==> src/rtl/sensor_packet_scheduler.sv <==
// Round-robin arbiter that grants one sensor source at a time and frames its
// 24-byte sample into a 32-byte packet offered to the SPI slave.
module sensor_packet_scheduler #(
   parameter int         N_SRC         = 2,
   parameter int         PAYLOAD_BYTES = 24,
   parameter int         STALL_CYCLES  = 1000000,
   parameter logic [7:0] SYNC_BYTE     = 8'hA5
) (
   input  logic                            clk,
   input  logic                            rst_n,
   input  logic                            enable,
   input  logic [N_SRC-1:0]                src_valid,
   output logic [N_SRC-1:0]                src_ready,
   input  logic [N_SRC*PAYLOAD_BYTES*8-1:0] src_payload,
   output logic [7:0]                      data_bytes [0:31],
   output logic                            data_ready,
   input  logic                            data_ack,
   output logic [7:0]                      seq_num,
   output logic                            busy,
   output logic                            stall,
   output logic [7:0]                      stall_count
);

   localparam int PW = PAYLOAD_BYTES * 8;
   localparam int CW = $clog2(STALL_CYCLES + 1);
   localparam logic [CW-1:0] STALL_LAST = CW'(STALL_CYCLES - 1);
   localparam logic [CW-1:0] STALL_MAX  = CW'(STALL_CYCLES);

   localparam logic [1:0] ST_IDLE  = 2'd0;
   localparam logic [1:0] ST_GRANT = 2'd1;
   localparam logic [1:0] ST_BUILD = 2'd2;
   localparam logic [1:0] ST_OFFER = 2'd3;

   logic [1:0]    state;
   logic [1:0]    gnt_id;
   logic [1:0]    rr_ptr;
   logic [255:0]  pkt_vec;
   logic          last_stall;
   logic [CW-1:0] wait_cnt;

   logic          found;
   logic [1:0]    pick;
   logic [2:0]    cand;
   logic [2:0]    rr_next;
   logic [PW-1:0] payload_sel;
   logic [7:0]    csum;

   // First valid source at or after rr_ptr, wrapping modulo N_SRC.
   always_comb begin
      found = 1'b0;
      pick  = 2'd0;
      cand  = 3'd0;
      for (int i = 0; i < N_SRC; i++) begin
         cand = {1'b0, rr_ptr} + 3'(i);
         if (cand >= 3'(N_SRC)) begin
            cand = cand - 3'(N_SRC);
         end
         for (int k = 0; k < N_SRC; k++) begin
            if (!found && cand == 3'(k) && src_valid[k]) begin
               found = 1'b1;
               pick  = cand[1:0];
            end
         end
      end
   end

   always_comb begin
      src_ready   = '0;
      payload_sel = '0;
      for (int k = 0; k < N_SRC; k++) begin
         if (gnt_id == 2'(k)) begin
            src_ready[k] = (state == ST_GRANT);
            payload_sel  = src_payload[k*PW +: PW];
         end
      end
   end

   // Checksum covers the header about to be written plus the captured payload.
   always_comb begin
      csum = SYNC_BYTE ^ {6'b0, gnt_id} ^ seq_num ^ {7'b0, last_stall};
      for (int j = 0; j < PAYLOAD_BYTES; j++) begin
         csum = csum ^ pkt_vec[32 + 8*j +: 8];
      end
   end

   assign rr_next = {1'b0, gnt_id} + 3'd1;
   assign busy    = (state != ST_IDLE);

   for (genvar g = 0; g < 32; g++) begin : g_bytes
      assign data_bytes[g] = pkt_vec[255 - 8*g -: 8];
   end

   // Byte 3 reports whether the previous packet stalled, so the flag is kept
   // in last_stall when the ack clears stall.
   always_ff @(posedge clk) begin
      if (!rst_n) begin
         state       <= ST_IDLE;
         gnt_id      <= 2'd0;
         rr_ptr      <= 2'd0;
         pkt_vec     <= '0;
         data_ready  <= 1'b0;
         seq_num     <= 8'd0;
         stall       <= 1'b0;
         stall_count <= 8'd0;
         last_stall  <= 1'b0;
         wait_cnt    <= '0;
      end else begin
         case (state)
            ST_IDLE: begin
               if (enable && found) begin
                  gnt_id <= pick;
                  state  <= ST_GRANT;
               end
            end
            ST_GRANT: begin
               pkt_vec[32 +: PW] <= payload_sel;
               rr_ptr            <= (rr_next == 3'(N_SRC)) ? 2'd0 : rr_next[1:0];
               state             <= ST_BUILD;
            end
            ST_BUILD: begin
               pkt_vec[255:224] <= {SYNC_BYTE, 6'b0, gnt_id, seq_num, 7'b0, last_stall};
               pkt_vec[31:0]    <= {24'h0, csum};
               data_ready       <= 1'b1;
               wait_cnt         <= '0;
               state            <= ST_OFFER;
            end
            ST_OFFER: begin
               if (data_ack) begin
                  data_ready <= 1'b0;
                  stall      <= 1'b0;
                  last_stall <= stall;
                  wait_cnt   <= '0;
                  seq_num    <= seq_num + 8'd1;
                  state      <= ST_IDLE;
               end else begin
                  if (wait_cnt != STALL_MAX) begin
                     wait_cnt <= wait_cnt + 1'b1;
                  end
                  if (wait_cnt == STALL_LAST && !stall) begin
                     stall <= 1'b1;
                     if (stall_count != 8'hFF) begin
                        stall_count <= stall_count + 8'd1;
                     end
                  end
               end
            end
            default: state <= ST_IDLE;
         endcase
      end
   end

endmodule
==> config.mk <==
export PLATFORM = sky130hd
export DESIGN_NAME = sensor_packet_scheduler
export DESIGN_NICKNAME = d
export VERILOG_FILES = /design/src/rtl/sensor_packet_scheduler.sv
export SDC_FILE = /design/constraint.sdc
export NUM_CORES = 1
export LEC_CHECK = 0
export ABC_AREA = 1
export CORE_AREA = 2 2 262 264
export DETAILED_ROUTE_END_ITERATION = 7
export DIE_AREA = 0 0 264 266
export GPL_TIMING_DRIVEN = 0
export PLACE_DENSITY = 0.48
export SYNTH_ARGS = -nofsm -noshare
export SYNTH_HDL_FRONTEND = slang
export SYNTH_SLANG_ARGS = --single-unit
==> constraint.sdc <==
create_clock -name clk -period 2.02 [get_ports clk]
set_input_delay 0.202 -clock clk [delete_from_list [all_inputs] [get_ports clk]]
set_output_delay 0.202 -clock clk [all_outputs]
set_load 0.05 [all_outputs]
# Word level (Yosys, flattened, before mapping)
# Index checks and enable logic that the tools add are counted.
[word_totals] register_bits=257 output_inout_bits=277
[op_classes] n_addsub=7 order_cmp=2 eq_ne=13 muxes=25 n_bitwise=28 reduce_logical=27
[ops] cell="$mux W192" count=2
[ops] cell="$xor A8 B8 Y8" count=25
[ops] cell="$mux W20" count=2
[ops] cell="$pmux W20 S2" count=1
[ops] cell="$add A20 B1 Y20 const B" count=1
[ops] cell="$eq A20 B20 Y1 const B" count=1
[ops] cell="$ne A20 B20 Y1 const B" count=1
[ops] cell="$add A8 B1 Y8 const B" count=2
[ops] cell="$mux W2" count=7
[ops] cell="$reduce_and A2 Y1" count=6
[ops] cell="$logic_and A1 B1 Y1" count=9
[ops] cell="$mux W1" count=9
[ops] cell="$ne A8 B8 Y1 const B" count=1
[ops] cell="$pmux W2 S4" count=1
[ops] cell="$xor A8 B1 Y8" count=1
[ops] cell="$add A2 B1 Y3 const B" count=2
[ops] cell="$eq A3 B1 Y1 const B" count=2
[ops] cell="$logic_not A3 Y1" count=2
[ops] cell="$mux W3" count=2
[ops] cell="$reduce_bool A2 Y1" count=3
[ops] cell="$eq A2 B1 Y1 const B" count=2
[ops] cell="$eq A2 B2 Y1 const B" count=2
[ops] cell="$logic_not A1 Y1" count=4
[ops] cell="$logic_not A2 Y1" count=2
[ops] cell="11 further kinds" count=12

# Logic depth before layout (Yosys ltp)
[depth] word_depth=27 mapped_depth=16

# Least setup slack after synthesis
# Ideal clock, no wire load.
[synth_path] kind="register to register" from="register seq_num[0]" to="register seq_num[6]" setup_ns=0.122 arrival_time_ns=1.695 t_required_ns=1.898 setup_slack_ns=0.203 path_stages_with_launch=9 path_buffers=0 period_less_slack_ns=1.817 path_cell_list="dfxtp_1 ha_1 inv_1 nor3_1 inv_1 nor3_1 nand2_1 o21ai_0 a21oi_1"
[synth_between] elab_chain_len=1
[synth_lines] element="start, declared" line="18" text="output logic [7:0] seq_num,"
[synth_lines] element="start signal, assigned" line="133" text="seq_num <= seq_num + 8'd1;"
[synth_lines] element="$add A8 B1 Y8" line="133"
# Every way passes these cells.
# A chain may end at the register's enable or synchronous reset.

# Worst setup path after layout
[layout_path] from="register state[1]" to="output port src_ready[0]"
[layout_between] elab_chain_len=2
[layout_lines] element="start, declared" line="34" text="logic [1:0] state;"
[layout_lines] element="start signal, assigned" line="97" text="state <= ST_IDLE;"
[layout_lines] element="start signal, assigned" line="112" text="state <= ST_GRANT;"
[layout_lines] element="start signal, assigned" line="118" text="state <= ST_BUILD;"
[layout_lines] element="$eq A2 B1 Y1" line="72" text="src_ready[k] = (state == ST_GRANT);"
[layout_lines] element="$mux W1" line="71" text="if (gnt_id == 2'(k)) begin"
[layout_lines] element="end, declared" line="13" text="output logic [N_SRC-1:0] src_ready,"
# Every way passes these cells.

==> qor.csv <==
metric;value;unit
setup ws final;-0.0280;ns
Synth top area share;0.344;
Inserted Clock Buffers;36;
commonest non-fill, non-tap cell in the layout;nand2_1;
root buffer cell;clkbuf_16;
fill count;7521;
Worst-path clk slew;0.06;ns
crit path kind;flip-flop to output pin;
Post-layout nets;3498;
reg2reg setup slack;0.08;ns
layout cells sized above 1;0.0755;
Cell variety after synth;40;
RSZ-0062 raised after global routing;yes;
post-route ant nets;0;
crit path DAT;1.85;ns
post-synth top area cell;dfxtp_1;
Max-cap violations;0;
critical-path cell list;inv_2 > ha_4 > buf_12 > nand2_8 > nor2_4 > buf_12 > buf_8 > buf_8;
worst skew pair latency;0.54;ns
WL/cell;20.1;um
CTS Sinks;257;
post-synthesis sequential area ratio;0.344;
startpoint types;flip-flop;
Worst Setup End Kind;output pin;
FP Rows;96;
vias post-DR;16900;
hold_ws;0.129;ns
Slew headroom;0.313;
pre-CTS WS;-1.32;ns
Die H;266;um
TritonCTS clock tree;built;
actual slew at the worst max-slew pin;1.03;ns
top-level port count;667;
Worst Hold Depth;4;
antenna violations before repair;17;
max incr delay on CP;0.33;ns
initial core utilization;0.221;
highest-delay cell along the critical path;dfxtp_2;
Area Growth Syn to Fin;61.4;%
Final period util;1.01;
cells on worst reg2reg path;7;
Setup Viol. Count Final;1;
area of the multi-input gates;8110;um^2
Post-route DRC;0;
Critical Path RT;1.82;ns
Register Area;5150;um^2
first drt pass iteration count;4;
final hold vios;0;
CTS Buffer Depth;3;
final wirelength;80700;um
worst vdd ir;627;uV
first-pass GRT wire length;113000;um
Critical R2R Capture;data_bytes[45];
Post-Syn Area;14900;um^2
Routability Congestion;0.894;
largest net degree at the start of global routing;13;
most frequent cells in the layout;nand2_1, clkdlybuf4s50_1, inv_1;
violated checks;negative setup slack;
crit path time final;2.05;ns
GRT overflow;0;
synth warn;0;
CP Max Fanout;10;
Detail Placement HPWL;66100;um
I/O Buffers;623;
run status;finished, violations left;
clk_skew;0.0157;ns
Lkg Pwr;12.6;nW
#FFs+latches synth;257;
vias per cell;4.20;
Max Slew Vio Count;0;
DIE WIDTH;264;um
P per Cell Area;1470;nW/um^2
vias in the first global route;16300;
launching point of the worst reg2reg path;state[1];
Tightest Hold Check Type;input port to flip-flop;
die area;70200;um^2
Hold EP;wait_cnt[17];
GRT Util Overall;0.223;
core area;67700;um^2
Synth Instances;2391;
top cells by area, synth;dfxtp_1, nand2_1, nand3_1;
drt first-iter violations;806;
fmax;488;MHz
htree depth;2;
hold path start;data_ack;
Mean Syn Cell Area;6.25;um^2
==> power breakdown <==
part / switching, mW / internal, mW / leakage, nW / total (mW)
Combinational: 13.5 / 6.54 / 9.83 / 20.0
Clock: 2.59 / 4.91 / 0.669 / 7.50
Sequential: 1.63 / 6.34 / 2.10 / 7.96
==> flip-flops by register name, indices dropped and copies added (netlist names) <==
name / cells
state: 2
stall: 1
rr_ptr: 2
gnt_id: 2
last_stall: 1
wait_cnt: 20
seq_num: 8
data_bytes: 212
stall_count: 8
data_ready: 1
==> critical path, delay by kind of cell (launching register included) <==
kind                       cells  cell delay [ns]
adders and majority gates      1             0.16
DFF                            1             0.33
buffers and inverters          5             0.61
and+or+nand+nor                2             0.20
==> routing by layer <==
layer	wire length, um	GRT usage	up-vias	share of wire
met4	2880	0.0805	22	0.036
li1	-	-	8591	-
met1	34100	0.268	7613	0.42
met5	141	0	-	0.0017
met3	5170	0.0594	139	0.064
met2	38300	0.383	503	0.48
==> per-stage QoR <==
| stage | power, mW | std cells | cell area [um^2] | TNS [ns] | utilization |
|---|---|---|---|---|---|
| floorplan | 20.3 | 2431 | 15100 | 0 | - |
| global placement | 28.2 | 3936 | 22400 | -139.93 | 0.331 |
| detailed placement | 28.2 | 3936 | 22400 | -145.78 | 0.331 |
| CTS | 35.9 | 4010 | 23900 | -0.0743 | 0.353 |
| global route | 38.0 | 4013 | 24100 | -0.0785 | 0.356 |
| finish | 35.5 | 4014 | 24100 | -0.0280 | 0.356 |
==> worst max path at each step <==
stage / start / to / slack [ns]
floorplan: seq_num[0] / seq_num[6] / 0.20
global placement: state[0] / src_ready[0] / -1.29
detailed placement: state[1] / data_bytes[140] / -1.32
CTS: state[1] / src_ready[0] / -0.07
global route: state[0] / src_ready[0] / -0.08
finish: state[1] / src_ready[0] / -0.03
==> cell type report <==
cell class              count  area share
clock inverters            14      0.0135
plain buffers             141      0.0377
repair buffers            634       0.258
clock buffers              50      0.0437
multi-input cells        1702       0.336
flip-flops and latches    257       0.214
diodes                      6    0.000622
well taps                 882      0.0457
inverters                 328      0.0511
==> cell usage after synthesis <==
library cell  count
nor2_4            1
dfxtp_1         257
nand3b_1         12
xor2_1           73
a21oi_1          44
or2_2             6
ha_1              8
nor4_2            2
nand3_2           3
buf_1             9
nor2_1           67
nor2_2            3
nand4_1           9
a31oi_1           1
nand2_2           2
buf_4            44
conb_1            1
inv_1           321
nand2_4           1
clkinv_1          2
o21ai_4           1
nor3_1           19
o21ai_0          27
buf_2            25
nor3b_1           2
a21oi_2           1
nand3_1         242
and3_1            1
o211ai_1         17
clkinv_2          1
xnor2_1          84
clkbuf_1         63
o21bai_1          1
inv_2             4
nor4_1            1
o21ai_1           1
nor3_2            7
buf_6             3
nand2_1        1022
o21a_1            3
==> repair_timing <==
| item | 4_1_cts | 5_1_grt |
|---|---|---|
| gates resized for setup | 231 | 77 |
| hold buffers | 0 | 0 |
| cloned | 0 | 0 |
| buffers inserted | 11 | 0 |
| pin swaps | 2 | 3 |
| setup endpoints to repair | 364 | 168 |
==> cell families after synthesis <==
logic type      after synthesis  share of synthesized area
compound gates               96                     0.0367
simple gates               1400                      0.387
fa+ha+maj                     8                    0.00670
flops                       257                      0.344
other cells                   1                   0.000251
buf+inv                     472                      0.133
xor+xnor                    157                     0.0920
Note: power is estimated with default switching activity, not from simulation.
